[config.mk]
export PLATFORM = sky130hd
export DESIGN_NAME = ring_johnson_counter
export DESIGN_NICKNAME = d
export VERILOG_FILES = /design/src/rtl/ring_counter_pkg.sv /design/src/rtl/ring_state_check.sv /design/src/rtl/ring_johnson_counter.sv
export SDC_FILE = /design/constraint.sdc
export NUM_CORES = 1
export LEC_CHECK = 0
export BUFFER_PORTS_ARGS = -buffer_cell sky130_fd_sc_hd__buf_2
export CORE_MARGIN = 1
export CORE_UTILIZATION = 56
export CTS_BUF_LIST = sky130_fd_sc_hd__clkbuf_2
export DETAILED_ROUTE_END_ITERATION = 8
export GPL_ROUTABILITY_DRIVEN = 0
export PLACE_DENSITY = 0.81
export SLEW_MARGIN = 20
export SYNTH_ARGS = -nofsm -noshare
export SYNTH_HDL_FRONTEND = slang
export SYNTH_HIERARCHICAL = 1
export SYNTH_SLANG_ARGS = --single-unit
[constraint.sdc]
create_clock -name clk_i -period 3.3 [get_ports clk_i]
set_clock_uncertainty 0.1 [all_clocks]
set_input_delay 0.33 -clock clk_i [delete_from_list [all_inputs] [get_ports clk_i]]
set_output_delay 0.33 -clock clk_i [all_outputs]
set_load 0.02 [all_outputs]
[src/rtl/ring_counter_pkg.sv]
// Shared constants and home-state helpers for the ring / Johnson shift counter.
// Home helpers return 64-bit values already masked to the requested width.
package ring_counter_pkg;

    localparam logic MODE_RING    = 1'b0;
    localparam logic MODE_JOHNSON = 1'b1;
    localparam logic DIR_UP       = 1'b0;
    localparam logic DIR_DOWN     = 1'b1;

    localparam int unsigned MAX_WIDTH = 64;

    function automatic logic [63:0] width_mask(input int unsigned w);
        return (w >= MAX_WIDTH) ? {64{1'b1}} : ((64'd1 << w) - 64'd1);
    endfunction

    function automatic logic [63:0] ring_home(input int unsigned w);
        return 64'd1 & width_mask(w);
    endfunction

    function automatic logic [63:0] johnson_home(input int unsigned w);
        return 64'd0 & width_mask(w);
    endfunction

endpackage

[src/rtl/ring_state_check.sv]
// Combinational legality and home-state detector for a counter value under a mode.
// Ring: exactly one bit set. Johnson: 0..01..1 or 1..10..0 (all-0 and all-1 included).
module ring_state_check
    import ring_counter_pkg::*;
#(
    parameter int unsigned WIDTH = 8
) (
    input  logic [WIDTH-1:0] q_i,
    input  logic             mode_i,
    output logic             legal_o,
    output logic             home_o
);

    localparam logic [63:0]      RING_HOME_W    = ring_home(WIDTH);
    localparam logic [63:0]      JOHNSON_HOME_W = johnson_home(WIDTH);
    localparam logic [WIDTH-1:0] RING_HOME      = RING_HOME_W[WIDTH-1:0];
    localparam logic [WIDTH-1:0] JOHNSON_HOME   = JOHNSON_HOME_W[WIDTH-1:0];
    localparam logic [WIDTH-1:0] ONE            = {{(WIDTH-1){1'b0}}, 1'b1};

    logic [WIDTH-1:0] q_minus1;
    logic [WIDTH-1:0] q_plus1;
    logic [WIDTH-1:0] q_inv;
    logic [WIDTH-1:0] q_inv_plus1;
    logic             ring_legal;
    logic             low_thermo;
    logic             high_thermo;

    // x & (x+1) == 0 holds exactly when x is a run of ones anchored at bit 0.
    assign q_minus1    = q_i - ONE;
    assign q_plus1     = q_i + ONE;
    assign q_inv       = ~q_i;
    assign q_inv_plus1 = q_inv + ONE;

    assign ring_legal  = (q_i != '0) && ((q_i & q_minus1) == '0);
    assign low_thermo  = ((q_i & q_plus1) == '0);
    assign high_thermo = ((q_inv & q_inv_plus1) == '0);

    always_comb begin
        legal_o = 1'b0;
        home_o  = 1'b0;
        if (mode_i == MODE_JOHNSON) begin
            legal_o = low_thermo || high_thermo;
            home_o  = (q_i == JOHNSON_HOME);
        end else begin
            legal_o = ring_legal;
            home_o  = (q_i == RING_HOME);
        end
    end

endmodule

[src/rtl/ring_johnson_counter.sv]
// Parametrised one-hot ring / Johnson shift counter with direction, enable,
// parallel load, illegal-state correction (Fault pulse) and home-return Wrap pulse.
module ring_johnson_counter
    import ring_counter_pkg::*;
#(
    parameter int unsigned WIDTH = 8
) (
    input  logic             clk_i,
    input  logic             rst_i,
    input  logic             en_i,
    input  logic             dir_i,
    input  logic             mode_i,
    input  logic             load_i,
    input  logic [WIDTH-1:0] load_value_i,
    output logic [WIDTH-1:0] q_o,
    output logic             wrap_o,
    output logic             fault_o
);

    localparam logic [63:0]      RING_HOME_W    = ring_home(WIDTH);
    localparam logic [63:0]      JOHNSON_HOME_W = johnson_home(WIDTH);
    localparam logic [WIDTH-1:0] RING_HOME      = RING_HOME_W[WIDTH-1:0];
    localparam logic [WIDTH-1:0] JOHNSON_HOME   = JOHNSON_HOME_W[WIDTH-1:0];

    logic [WIDTH-1:0] q_q, q_d;
    logic             wrap_q, wrap_d;
    logic             fault_q, fault_d;

    logic [WIDTH-1:0] shift_val;
    logic [WIDTH-1:0] home_val;
    logic             fb_up;
    logic             fb_down;
    logic             cur_legal;
    logic             cur_home;
    logic             shift_legal;
    logic             shift_home;

    ring_state_check #(.WIDTH(WIDTH)) u_cur_check (
        .q_i     (q_q),
        .mode_i  (mode_i),
        .legal_o (cur_legal),
        .home_o  (cur_home)
    );

    ring_state_check #(.WIDTH(WIDTH)) u_shift_check (
        .q_i     (shift_val),
        .mode_i  (mode_i),
        .legal_o (shift_legal),
        .home_o  (shift_home)
    );

    // Johnson inverts the bit that wraps around; ring passes it straight through.
    assign fb_up    = (mode_i == MODE_JOHNSON) ? ~q_q[WIDTH-1] : q_q[WIDTH-1];
    assign fb_down  = (mode_i == MODE_JOHNSON) ? ~q_q[0]       : q_q[0];
    assign home_val = (mode_i == MODE_JOHNSON) ? JOHNSON_HOME  : RING_HOME;

    always_comb begin
        shift_val = q_q;
        if (dir_i == DIR_UP) begin
            shift_val = {q_q[WIDTH-2:0], fb_up};
        end else begin
            shift_val = {fb_down, q_q[WIDTH-1:1]};
        end
    end

    always_comb begin
        q_d     = q_q;
        wrap_d  = 1'b0;
        fault_d = 1'b0;
        if (load_i) begin
            q_d = load_value_i;
        end else if (!cur_legal) begin
            q_d     = home_val;
            fault_d = 1'b1;
        end else if (en_i) begin
            q_d = shift_val;
            // A shift out of a legal state always leaves home, so ~cur_home never masks a real wrap.
            wrap_d = shift_home && shift_legal && !cur_home;
        end
    end

    always_ff @(posedge clk_i or posedge rst_i) begin
        if (rst_i) begin
            q_q     <= RING_HOME;
            wrap_q  <= 1'b0;
            fault_q <= 1'b0;
        end else begin
            q_q     <= q_d;
            wrap_q  <= wrap_d;
            fault_q <= fault_d;
        end
    end

    assign q_o     = q_q;
    assign wrap_o  = wrap_q;
    assign fault_o = fault_q;

endmodule

# Word level (Yosys, flattened, before mapping)
# Cells that the tools add are included.
# totals
n_memories	0
word_cells	55
latch_bits	0
output_inout_bits	10
mem_bits_ro	0
reg_bits	10
input_bits	14
mem_bits_rw	0
# op_classes
n_reduce_logical	17
eq_ne	3
mul	0
div_mod_pow	0
n_bitwise	10
n_lt_le_gt_ge	0
addsub	6
shifts	0
n_mux	16
# ops
op	n
logical NOT 8 bit	8
AND 8 bit	6
adder 8 x 1 -> 8 bit, second input constant	4
two-way mux 8 bit	4
== test 8 x 1 -> 1 bit, second input constant	2
inverter 8 bit	2
nonzero test 8 bit	2
subtractor 8 x 1 -> 8 bit, second input constant	2
two-way mux 1 bit	12
logical AND 1 bit	4
inequality test 3 bit, second input constant	1
logical OR 1 bit	2
inverter 1 bit	2
logical NOT 1 bit	1

# Depth between registers and ports, before layout
# logic_depth
ltp_word	14
mapped_depth	10
mapped_depth_nobuf	9

# By module
# Netlist, hierarchy kept.
# by_module_without_submodules
mod	n_inst	seq_area_each_um2	cells_per_inst	area_per_inst_um2
ring_johnson_counter	1	251.5	66	639.4
ring_state_check	2	0.0	34	222.7

# Worst setup path after synthesis
# No wires, ideal clock.
# synth_path
path_kind	register to register
start	register q_q[7], in the netlist q_o[7]
end	register wrap_q, in the netlist wrap_o
period_less_slack_ns	2.427
arrival_time_ns	2.222
path_stages_with_launch	9
required_ns	3.095
n_path_buf	0
setup_slack_ns	0.873
setup_time_ns	0.105
cell_sequence	dfrtp_1 -> xor2_1 -> mux2_2 -> or4_4 -> a211oi_2 -> a41oi_1 -> o311ai_1 -> nand2_1 -> nor4b_1
# synth_between
elab_chain_len	14
word_cells_on_any_way	43
classes_between	6 x add/sub; 2 x eq/ne; 9 x mux; 9 x bitwise; 17 x reduce/logical
# synth_rtl
item	line_no	rtl
from (decl)	ring_johnson_counter.sv:25	logic [WIDTH-1:0] q_q, q_d;
from (signal assigned)	ring_johnson_counter.sv:88	q_q <= q_d;
inverter 1 bit	ring_johnson_counter.sv:53	assign fb_up = (mode_i == MODE_JOHNSON) ? ~q_q[WIDTH-1] : q_q[WIDTH-1];
two-way mux 1 bit (*)	ring_johnson_counter.sv:53	
two-way mux 8 bit (*)	ring_johnson_counter.sv:59	if (dir_i == DIR_UP) begin
via shift_val[0]	ring_johnson_counter.sv:29	logic [WIDTH-1:0] shift_val;
inverter 8 bit	ring_state_check.sv:31	assign q_inv = ~q_i;
adder 8 x 1 -> 8 bit	ring_state_check.sv:32	assign q_inv_plus1 = q_inv + ONE;
AND 8 bit	ring_state_check.sv:36	assign high_thermo = ((q_inv & q_inv_plus1) == '0);
logical NOT 8 bit	ring_state_check.sv:36	
logical OR 1 bit	ring_state_check.sv:42	legal_o = low_thermo || high_thermo;
two-way mux 1 bit (*)	ring_state_check.sv:41	if (mode_i == MODE_JOHNSON) begin
via shift_legal	ring_johnson_counter.sv:35	logic shift_legal;
logical AND 1 bit (*) (2 in a row)	ring_johnson_counter.sv:78	wrap_d = shift_home && shift_legal && !cur_home;
two-way mux 1 bit (*)	ring_johnson_counter.sv:75	end else if (en_i) begin
two-way mux 1 bit (*)	ring_johnson_counter.sv:72	end else if (!cur_legal) begin
two-way mux 1 bit (*)	ring_johnson_counter.sv:70	if (load_i) begin
via wrap_d	ring_johnson_counter.sv:26	logic wrap_q, wrap_d;
to (signal assigned)	ring_johnson_counter.sv:89	wrap_q <= wrap_d;
to (decl)	ring_johnson_counter.sv:26	
# Mark *: on every way through the listed nets, which the timed path passes. The rest lies on a longest branch.
# A chain may end at the register's enable or synchronous reset.

# Final worst setup path
# Ends and elaborated chain as after synthesis.

==> results_dict.tcl <==
set metrics [dict create \
    setup_viol 0 \
    max_cap_viol_count 0 \
    rows 15 \
    seq_area_frac_synth_pct 23.2 \
    worstSetupStartpointType "flop" \
    fmax_ghz 0.381 \
    cts_tree "done" \
    dr_total_vias 1125 \
    vdd_drop_max_uv 342 \
    holdWs_ns 0.156 \
    grt_max_degree 14 \
    max_slew_margin_pct 67.0 \
    setup_tns_ns 0 \
    rsz0062_at_grt "false" \
    first_global_vias 922 \
    path_depth 8 \
    outcome "complete, no violations" \
    path_delay_family "simple AND/OR/NAND/NOR gates" \
    antenna_found_initial 0 \
    drt-vias-per-instance 6.18 \
    dp_hpwl_um 1990 \
    clk_pin_slew_ns 0.12 \
    die_area_mm2 0.00212 \
    ys_types 40 \
    p_total_w 0.000462 \
    drive_gt1_share_pct 31.2 \
    start_util_pct 61.5 \
    yosysWarnings 6 \
    fillCellCount 176 \
    worstReg2RegStart "q_o[7]" \
    drt_wl_total_um 2700 \
    antenna_left 0 \
    synth_area_mm2 0.00108 \
    clockBufferDepth 2 \
    cp.arrival_ns 2.67 \
    p_per_area_mw_per_mm2 377 \
    clock-sinks 10 \
    io_pins 24 \
    yosys.area.top_type "dfrtp_1" \
    grt.total_usage_pct 27.3 \
    syn_avg_cell_area_um2 8.10 \
    die_y_um 46.0 \
    path_cells "xor2_1 > mux2_2 > or4_4 > a211oi_2 > a41oi_1 > o311ai_1 > nand2_1 > nor4b_1" \
    cp-end-kind "flop" \
    drc 0 \
    critPathRequiredTime_ns 3.35 \
    final_common_cell "buf_2" \
    grt_pass1_wl_um 4090 \
    r2r_cells 8 \
    path_class "reg2reg" \
    syn_inst 134 \
    fp.dieW_um 46.0 \
    ff2ff_setup_slack_ns 0.67 \
    endpoint "wrap_o" \
    synthDominantCellAreaShare_pct 20.8 \
    h-tree-depth 1 \
    synthesis.nets 148 \
    max_stage_delay_ns 0.56 \
    cp-startpoint "q_o[7]" \
    grt.overflow.total 0 \
    leakagePower_nw 0.558 \
    wl_per_cell_um 14.8 \
    clk_latency_ns 0.26 \
    nets 172 \
    worst_path_max_delay_cell "or4_4" \
    antenna_cells 0 \
    worstPathMaxFanout 10 \
    synth_area_leaders "dfrtp_1 (21%), nand2_1 (5.5%), mux2_2 (4.2%)" \
    cts_root_buf "clkbuf_2" \
    mostFrequentLayoutCells "buf_2 (23), nand2_1 (16), nor2_1 (9), dfrtp_1 (9), inv_1 (8)" \
    core-area_mm2 0.00176 \
    period_minus_slack_ns 2.63 \
    slew_violations 0 \
    worstReg2RegEnd "wrap_o" \
    tightest_slew_ns 0.488 \
    crit_buf_inv 0 \
    ys_ff_latch 10 \
    io_buffers 23 \
    hold_violations 0 \
    firstDrtPassIters 4 \
    hp-class "in2reg" \
    fin_crit_sh_pct 79.6 \
    numCtsBuffers 3 \
    drt_first_iter_violations 39 \
    area_growth_pct 13.0 \
]
-- routing by layer --
| layer | track usage (%) | vias up | part of all wire [%] |
|---|---|---|---|
| met5 | 0 | - | 0 |
| met4 | 5.29 | 0 | 0.81 |
| met3 | 3.57 | 4 | 5.0 |
| met2 | 48.7 | 50 | 50 |
| met1 | 34.8 | 527 | 44 |
| li1 | - | 544 | - |
-- cells by family (layout without fill, tap and decap cells) --
kind of cell / after synthesis / in the layout / synth area share, %
simple gates: 59 / 59 / 29.5
compound gates: 34 / 34 / 23.8
xor+xnor: 6 / 6 / 4.84
mux: 11 / 11 / 12.0
flops: 10 / 10 / 23.2
buf+inv: 14 / 37 / 6.69
-- power breakdown --
| part | switching (W) | total [W] | internal, W | leakage (nW) |
|---|---|---|---|---|
| logic | 0.000124 | 0.000218 | 0.0000936 | 0.416 |
| registers | 0.0000305 | 0.000167 | 0.000136 | 0.126 |
| clock network | 0.0000453 | 0.0000774 | 0.0000322 | 0.0166 |
-- Yosys cell counts --
library cell,number
nand3_1,4
dfrtp_1,9
xor2_1,5
and3_1,2
o211ai_2,3
nor3_1,5
mux2_2,4
o21ai_1,2
a22o_1,1
nand2b_1,1
nor2b_1,1
mux2i_1,4
or2b_1,2
xnor2_1,1
or2_2,6
buf_4,3
a21oi_1,4
a22oi_1,1
or4b_1,2
o21bai_1,2
buf_6,1
mux2_4,3
nand4_1,2
o211ai_1,6
inv_1,8
nor4b_1,1
and2_1,2
clkbuf_1,1
nor4_1,2
a211oi_2,2
or4_4,2
o21ai_0,6
nor2_1,9
buf_2,1
a41oi_1,2
dfstp_2,1
o311ai_1,3
a211oi_1,2
nand3b_1,2
nand2_1,16
-- tightest hold or removal path: stages --
cell	delay (ns)
buf_2	0.07
nand2_1	0.04
nand2_1	0.05
-- metrics by stage --
step / instance area (um2) / worst slack (ns) / cells / utilization, %
after CTS: 1230 / 0.695 / 182 / 69.5
after floorplan: 1080 / 0.873 / 134 / -
after detailed placement: 1200 / 0.689 / 177 / 67.8
final: 1230 / 0.675 / 182 / 69.5
after global placement: 1200 / 0.830 / 177 / 67.8
after global routing: 1230 / 0.555 / 182 / 69.5
-- flip-flops by register name, indices dropped and copies added (netlist names) --
name	count
wrap_o	1
q_o	8
fault_o	1
-- final cells by class --
| cell class | instances | area [um2] | area share [%] |
|---|---|---|---|
| well taps | 25 | 31.3 | 2.55 |
| clock buffers | 4 | 20.0 | 1.63 |
| flip-flops and latches | 10 | 251 | 20.5 |
| multi-input cells | 110 | 761 | 62.0 |
| repair buffers | 25 | 133 | 10.8 |
| inverters | 8 | 30.0 | 2.45 |
-- repair_timing --
action | in CTS | in global routing
endpoints found under the hold margin | 9 | 0
gates resized for setup | 0 | 0
endpoints found under the setup margin | 0 | 0
setup buffers | 0 | 0
hold buffers | 1 | 0
-- worst min-delay path by stage --
stage                     cells past startpoint       startpoint      end
after floorplan                               1            rst_i  fault_o
after global placement                        2            rst_i   q_o[5]
after detailed placement                      2            rst_i   q_o[5]
after CTS                                     3  load_value_i[5]   q_o[5]
after global routing                          3  load_value_i[5]   q_o[5]
final                                         3  load_value_i[5]   q_o[5]
No activity file was read; power rests on OpenSTA's default activity.
